`src/rtl/param_sync_fifo.sv`:
```
// param_sync_fifo: single-clock FIFO with level tracking, threshold flags,
// error pulses, synchronous flush and an optional output register stage.
//
// Parameters:
//   DATA_WIDTH       width of wr_data / rd_data (1..256)
//   ADDR_WIDTH       pointer width, DEPTH = 2**ADDR_WIDTH (4..10)
//   OUT_REG          1 adds a register stage after the storage read
//   ALMOST_FULL_NUM  almost_full when water_level >= this (1..DEPTH)
//   ALMOST_EMPTY_NUM almost_empty when water_level <= this (0..DEPTH-1)
//
// Ports:
//   clk, rst_n            clock, asynchronous active-low reset
//   flush                 synchronous clear, overrides wr_en / rd_en
//   wr_en, wr_data        write request and data
//   rd_en                 read request
//   rd_data, rd_valid     read data and its one-cycle valid strobe
//   full, empty           level == DEPTH / level == 0
//   almost_full/empty     threshold flags
//   water_level           stored word count, 0..DEPTH
//   overflow, underflow   one-cycle pulses after a write-when-full / read-when-empty
module param_sync_fifo #(
    parameter int DATA_WIDTH       = 16,
    parameter int ADDR_WIDTH       = 4,
    parameter int OUT_REG          = 0,
    parameter int ALMOST_FULL_NUM  = 11,
    parameter int ALMOST_EMPTY_NUM = 4
) (
    input  logic                  clk,
    input  logic                  rst_n,
    input  logic                  flush,
    input  logic                  wr_en,
    input  logic [DATA_WIDTH-1:0] wr_data,
    input  logic                  rd_en,
    output logic [DATA_WIDTH-1:0] rd_data,
    output logic                  rd_valid,
    output logic                  full,
    output logic                  empty,
    output logic                  almost_full,
    output logic                  almost_empty,
    output logic [ADDR_WIDTH:0]   water_level,
    output logic                  overflow,
    output logic                  underflow
);
    localparam int DEPTH = 1 << ADDR_WIDTH;
    localparam int AF_I  = ALMOST_FULL_NUM;
    localparam int AE_I  = ALMOST_EMPTY_NUM;
    localparam logic [ADDR_WIDTH:0] L_DEPTH = {1'b1, {ADDR_WIDTH{1'b0}}};
    localparam logic [ADDR_WIDTH:0] L_AF    = AF_I[ADDR_WIDTH:0];
    localparam logic [ADDR_WIDTH:0] L_AE    = AE_I[ADDR_WIDTH:0];

    generate
        if (DATA_WIDTH < 1 || DATA_WIDTH > 256) begin : g_err_dw
            $error("param_sync_fifo: DATA_WIDTH out of range 1..256");
        end
        if (ADDR_WIDTH < 4 || ADDR_WIDTH > 10) begin : g_err_aw
            $error("param_sync_fifo: ADDR_WIDTH out of range 4..10");
        end
        if (ALMOST_FULL_NUM < 1 || ALMOST_FULL_NUM > DEPTH) begin : g_err_af
            $error("param_sync_fifo: ALMOST_FULL_NUM out of range 1..DEPTH");
        end
        if (ALMOST_EMPTY_NUM < 0 || ALMOST_EMPTY_NUM > DEPTH - 1) begin : g_err_ae
            $error("param_sync_fifo: ALMOST_EMPTY_NUM out of range 0..DEPTH-1");
        end
    endgenerate

    logic [DATA_WIDTH-1:0] r_mem [DEPTH];
    logic [ADDR_WIDTH-1:0] r_wr_ptr;
    logic [ADDR_WIDTH-1:0] r_rd_ptr;
    logic [ADDR_WIDTH:0]   r_level;
    logic                  r_overflow;
    logic                  r_underflow;
    logic [DATA_WIDTH-1:0] r_rd_data;
    logic                  r_rd_valid;

    logic w_full;
    logic w_empty;
    logic w_wr_acc;
    logic w_rd_acc;

    // Flags come only from the registered level.
    assign w_full  = (r_level == L_DEPTH);
    assign w_empty = (r_level == '0);

    // Flush masks both requests; a read is judged against the pre-write
    // level, so an empty FIFO never forwards a same-cycle write.
    assign w_wr_acc = wr_en & ~w_full  & ~flush;
    assign w_rd_acc = rd_en & ~w_empty & ~flush;

    always_ff @(posedge clk or negedge rst_n) begin
        if (!rst_n) begin
            r_wr_ptr    <= '0;
            r_rd_ptr    <= '0;
            r_level     <= '0;
            r_overflow  <= 1'b0;
            r_underflow <= 1'b0;
        end else begin
            r_overflow  <= ~flush & wr_en & w_full;
            r_underflow <= ~flush & rd_en & w_empty;
            if (flush) begin
                r_wr_ptr <= '0;
                r_rd_ptr <= '0;
                r_level  <= '0;
            end else begin
                if (w_wr_acc)
                    r_wr_ptr <= r_wr_ptr + 1'b1;
                if (w_rd_acc)
                    r_rd_ptr <= r_rd_ptr + 1'b1;
                if (w_wr_acc && !w_rd_acc)
                    r_level <= r_level + 1'b1;
                else if (w_rd_acc && !w_wr_acc)
                    r_level <= r_level - 1'b1;
            end
        end
    end

    // Storage is deliberately left unreset.
    always_ff @(posedge clk) begin
        if (w_wr_acc)
            r_mem[r_wr_ptr] <= wr_data;
    end

    generate
        if (OUT_REG != 0) begin : g_out_reg
            logic [DATA_WIDTH-1:0] r_s1_data;
            logic                  r_s1_valid;
            always_ff @(posedge clk or negedge rst_n) begin
                if (!rst_n) begin
                    r_s1_data  <= '0;
                    r_s1_valid <= 1'b0;
                    r_rd_data  <= '0;
                    r_rd_valid <= 1'b0;
                end else if (flush) begin
                    r_s1_valid <= 1'b0;
                    r_rd_valid <= 1'b0;
                end else begin
                    r_s1_valid <= w_rd_acc;
                    if (w_rd_acc)
                        r_s1_data <= r_mem[r_rd_ptr];
                    r_rd_valid <= r_s1_valid;
                    if (r_s1_valid)
                        r_rd_data <= r_s1_data;
                end
            end
        end else begin : g_no_out_reg
            always_ff @(posedge clk or negedge rst_n) begin
                if (!rst_n) begin
                    r_rd_data  <= '0;
                    r_rd_valid <= 1'b0;
                end else begin
                    r_rd_valid <= w_rd_acc;
                    if (w_rd_acc)
                        r_rd_data <= r_mem[r_rd_ptr];
                end
            end
        end
    endgenerate

    assign rd_data      = r_rd_data;
    assign rd_valid     = r_rd_valid;
    assign full         = w_full;
    assign empty        = w_empty;
    assign almost_full  = (r_level >= L_AF);
    assign almost_empty = (r_level <= L_AE);
    assign water_level  = r_level;
    assign overflow     = r_overflow;
    assign underflow    = r_underflow;
endmodule

```
`config.mk`:
```
export PLATFORM = sky130hd
export DESIGN_NAME = param_sync_fifo
export DESIGN_NICKNAME = d
export VERILOG_FILES = /design/src/rtl/param_sync_fifo.sv
export SDC_FILE = /design/constraint.sdc
export NUM_CORES = 1
export LEC_CHECK = 0
export ABC_AREA = 1
export BUFFER_PORTS_ARGS = -buffer_cell sky130_fd_sc_hd__buf_2
export CELL_PAD_IN_SITES_DETAIL_PLACEMENT = 0
export CELL_PAD_IN_SITES_GLOBAL_PLACEMENT = 1
export CORE_UTILIZATION = 45
export DETAILED_ROUTE_END_ITERATION = 10
export PLACE_DENSITY_LB_ADDON = 0.1
export SETUP_SLACK_MARGIN = 0.15
export SYNTH_ARGS = -nofsm -noshare
export SYNTH_HDL_FRONTEND = slang
export SYNTH_SLANG_ARGS = --single-unit
export TNS_END_PERCENT = 5
```
`constraint.sdc`:
```
create_clock -name clk -period 3.25 [get_ports clk]
set_input_delay 0.65 -clock clk [delete_from_list [all_inputs] [get_ports clk]]
set_output_delay 0.65 -clock clk [all_outputs]
set_load 0.01 [all_outputs]
```
## Word-level counts from Yosys, hierarchy flattened

Memory sizes are Yosys's and may differ from the RTL's. A register that Yosys moved wholly into a read port is not among the register bits.
Cells that the tools add are included.

| cells by class | value |
|---|---|
| bitwise gates (word level) | 11 |
| mux-type cells | 9 |
| magnitude comparators | 2 |
| reduce and logical (&&, ||, !) cells | 9 |
| $add $sub $neg | 4 |
| eq/ne operators | 1 |

Operators by type and width:

| kind | count |
|---|---|
| 4-bit two-way mux | 4 |
| 5-bit two-way mux | 3 |
| 4-bit by 1-bit adder with 4-bit output, second input constant | 2 |
| 1-bit AND | 8 |
| 5-bit by 1-bit adder with 5-bit output, second input constant | 1 |
| 5-bit equality test, second input constant | 1 |
| 5-bit by 4-bit >= comparator with 1-bit output, second input constant | 1 |
| 5-bit by 3-bit less-or-equal comparator with 1-bit output, second input constant | 1 |
| 5-bit logical NOT | 1 |
| 5-bit by 1-bit subtractor with 5-bit output, second input constant | 1 |
| 2-bit nonzero test | 2 |
| 1-bit logical NOT | 3 |
| 1-bit NOT | 3 |
| 3-bit nonzero test | 1 |
| 1-bit logical AND | 2 |
| 1-bit two-way mux | 2 |

| word-level totals | value |
|---|---|
| bits of input ports | 21 |
| word-level logic and storage cells | 43 |
| register bits | 16 |
| output and inout bits | 28 |
| bits in writable memories | 256 |
| memories kept | 1 |

Memory list:

| memory | depth | width | read ports | clocked after Yosys merged registers in | wr ports | RTL line | text |
|---|---|---|---|---|---|---|---|
| r_mem | 16 | 16 | 1 | 1 | 1 | 66 | `logic [DATA_WIDTH-1:0] r_mem [DEPTH];` |

## Depth between registers and ports, before layout

| depth | value |
|---|---|
| word-level depth | 9 |
| depth in mapped cells | 15 |
| gate-level depth less buffers | 15 |

## Least setup slack after synthesis

No wires, ideal clock.

| timing path | value |
|---|---|
| kind | input-to-reg |
| start | input port wr_en |
| end | memory r_mem[0][0], enable pin |
| stages | 6 |
| setup slack | 1.071 ns |
| buffers on the path | 0 |
| data required time | 2.862 ns |
| library setup time | 0.388 ns |
| data arrival time | 1.791 ns |
| path through | inv_1 nor2_1 nand2_2 inv_2 nand2_1 nor2_1 |

| between the ends | value |
|---|---|
| longest elaborated chain between the ends | 4 |

Ends and longest elaborated chain:

| what | RTL line | text |
|---|---|---|
| from (decl) | 31 | `input logic wr_en,` |
| 1-bit AND (2 in a row) | 86 | `assign w_wr_acc = wr_en & ~w_full & ~flush;` |
| 1-bit two-way mux | 118 | `if (w_wr_acc)` |
| 1-bit two-way mux (implied by the code) | 119 | `r_mem[r_wr_ptr] <= wr_data;` |
| to (decl) | 66 |  |

No other way between the ends.

## Worst setup path after layout

| timing path | value |
|---|---|
| start | register r_level[0], in the netlist water_level[0] |
| end | memory r_mem[9][0], enable pin |

| between the ends | value |
|---|---|
| longest elaborated chain between the ends | 6 |

Ends and longest elaborated chain:

| what | RTL line | text |
|---|---|---|
| from (decl) | 69 | `logic [ADDR_WIDTH:0] r_level;` |
| from (signal assigned) | 109 | `r_level <= r_level + 1'b1;` |
| from (signal assigned) | 111 | `r_level <= r_level - 1'b1;` |
| 5-bit equality test | 81 | `assign w_full = (r_level == L_DEPTH);` |
| 1-bit NOT | 86 |  |
| 1-bit AND (2 in a row) | 86 |  |
| 1-bit two-way mux | 118 |  |
| 1-bit two-way mux (implied by the code) | 119 |  |

No other way between the ends.

==> flow_summary.ini <==
[critical_path]
slowest_stage = nor2_2
critPathRequiredTime_ns = 3.45
path_delay_family = simple AND/OR/NAND/NOR gates
max_stage_delay_ns = 0.72
arrival_ns = 2.48
cp-start-kind = flip-flop
cp-end-kind = flip-flop
worstPathCellList = nor2_4 -> nand3_2 -> nand2_2 -> inv_2 -> nand2_1 -> nor2_2
path_buf_inv = 1
worst-path-max-fanout = 16
worstSetupPathType = flip-flop to flip-flop

[global_routing]
grt_pass1_vias = 7900
antenna_found_initial = 0
grt_pass1_wl_um = 49400
grt_max_degree = 133
overflow = 0
track_usage_pct = 23.2

[yosys]
yosysSeqAreaShare_pct = 67.0
synth-edff-count = 256
synth_cells = 1239
synth-seq-cells = 288
synthMostInstantiatedCell = nand2_1
yosys_most_used_dff = edfxtp_1
async_reset_ff_share_pct = 11.1
synth_nets = 1270
postSynthAreaPerCell_um2 = 10.2
yosysTopAreaCell = edfxtp_1
synthTopCellsByCount = 416 x nand2_1, 256 x edfxtp_1, 205 x inv_1
synth_top_cell_area_share_pct = 60.6
syn_area_um2 = 12700
synth.area.top_cells = edfxtp_1 61%, nand2_1 12%, nand3_1 8.0%
synth_cell_types = 32
yosysWarnings = 0

[clock_network]
numCtsBuffers = 31
clk_pin_slew_ns = 0.06
cts_setup_buffers = 0
cts_tree = done
cts.sinks = 288
h-tree-depth = 1
clk_path_buf_depth = 3
hold_buffers = 0
root_buffer = clkbuf_16
ctsResizeCount = 0
clock_latency_ns = 0.58

[min_path]
hold_path_class = primary input to asynchronous set/reset pin

[floorplanning]
start_util_pct = 45.6
die_y_um = 170
core_region_area_um2 = 27800
io_pins = 49
placement_rows = 61
die-area_um2 = 28800
die_x_um = 170

[route]
routed_wirelength_um = 32200
wl_per_cell_um = 19.0
vias = 8316
drt_iter0_drc = 717
ant_nets = 0
viasPerCell = 4.91
drtPass1Iterations = 5
drc = 0

[final_layout]
fin_area_um2 = 14300
diodes = 0
fin_nets = 1322
fillerInstances = 2588
area_delta_synth_final_pct = 12.9
drive_above_1_share_pct = 11.9

[placement]
dpl_cell_area_um2 = 13300
gp_congestion = 0.857
port_buffers = 48
dp_hpwl_um = 19700

[status]
status = complete, no violations

[power]
ir_worst_vdd_uv = 489
p_per_area_nw_per_um2 = 759
power_leakage_nw = 6.27

[sta]
layout_min_cycle_time_ns = 2.28
slew_viol_final = 0
timing_hold_violations_final = 0
setup_viol = 0
max_freq_mhz = 438
setup_tns_ns = 0
fin_crit_sh_pct = 70.3
tightest_slew_ns = 0.942
maxSlewHeadroom_pct = 36.8
clock_skew_ns = 0.0151
rsz0062_at_grt = no

[job]
drv_cap = 0
final timing paths:
check	startpoint	to	slack [ns]	cells past startpoint
worst min register to register	rd_data[11]	rd_data[11]	0.47	2
worst min-delay path	rst_n	water_level[0]	0.14	1
worst max register to register	water_level[0]	r_mem[9][0]	0.97	6
max in group asynchronous	rst_n	r_rd_ptr[0]	2.56	1
worst max-delay path	water_level[0]	r_mem[9][0]	0.97	6
min in group clk	flush	underflow	0.33	2
metal layers:
| layer | GRT usage [%] | share of wire, % | vias up |
|---|---|---|---|
| met1 | 34.6 | 47 | 3977 |
| li1 | - | - | 4095 |
| met4 | 5.17 | 1.9 | 0 |
| met5 | 0 | 0 | - |
| met2 | 36.2 | 46 | 204 |
| met3 | 3.12 | 4.7 | 40 |
placed cells by master, fill, tap and decap left out, types with 7 or more instances in the layout:
| cell | count |
|---|---|
| dfrtp_1 | 30 |
| nor2_1 | 8 |
| ha_1 | 9 |
| inv_1 | 204 |
| a21oi_1 | 7 |
| buf_4 | 23 |
| nand2_1 | 416 |
| clkinv_2 | 10 |
| edfxtp_1 | 256 |
| buf_2 | 48 |
| nor2_2 | 17 |
| clkbuf_16 | 31 |
| clkinv_1 | 8 |
| nand3_1 | 202 |
kinds of logic after synthesis:
family | after synthesis | share of synthesized area [%]
and+or+nand+nor | 658 | 22.1
buffers and inverters | 266 | 9.19
adders and majority gates | 10 | 1.05
xor gates and xnor gates | 1 | 0.0691
AOI/OAI and AO/OA | 16 | 0.661
DFF | 288 | 67.0
state kept, by name, summed over array words and instances, names as in the netlist:
signal,flops
water_level,5
r_rd_ptr,4
rd_valid,1
rd_data,16
overflow,1
underflow,1
r_wr_ptr,4
r_mem,256
final cells by class:
type | count | area [µm²] | share of cell area (%)
clock buffer | 33 | 783 | 5.47
clock inverter | 24 | 213 | 1.49
inverter | 210 | 791 | 5.53
multi-input combinational | 685 | 3060 | 21.4
sequential | 288 | 8490 | 59.4
tap | 378 | 473 | 3.31
timing repair buffer | 75 | 493 | 3.45
per-stage QoR:
step           setup WS [ns]  power [mW]  cells  hold slack (ns)  utilization [%]
2_1_floorplan           1.07        6.59   1239            0.354                -
3_3_place_gp           0.789        7.52   1636            0.463             47.9
3_5_place_dp           0.718        7.51   1636            0.460             47.9
4_1_cts                0.921        11.0   1693            0.156             51.5
5_1_grt                0.809        11.5   1693            0.194             51.5
6_report               0.966        10.9   1693            0.143             51.5
report_power, final:
part           leakage, nW  internal [mW]  switching (mW)
Sequential            2.72           4.26           0.149
Combinational         3.07          0.916            2.08
Clock                0.486           1.98            1.47
Note: power is estimated with default switching activity, not from simulation.
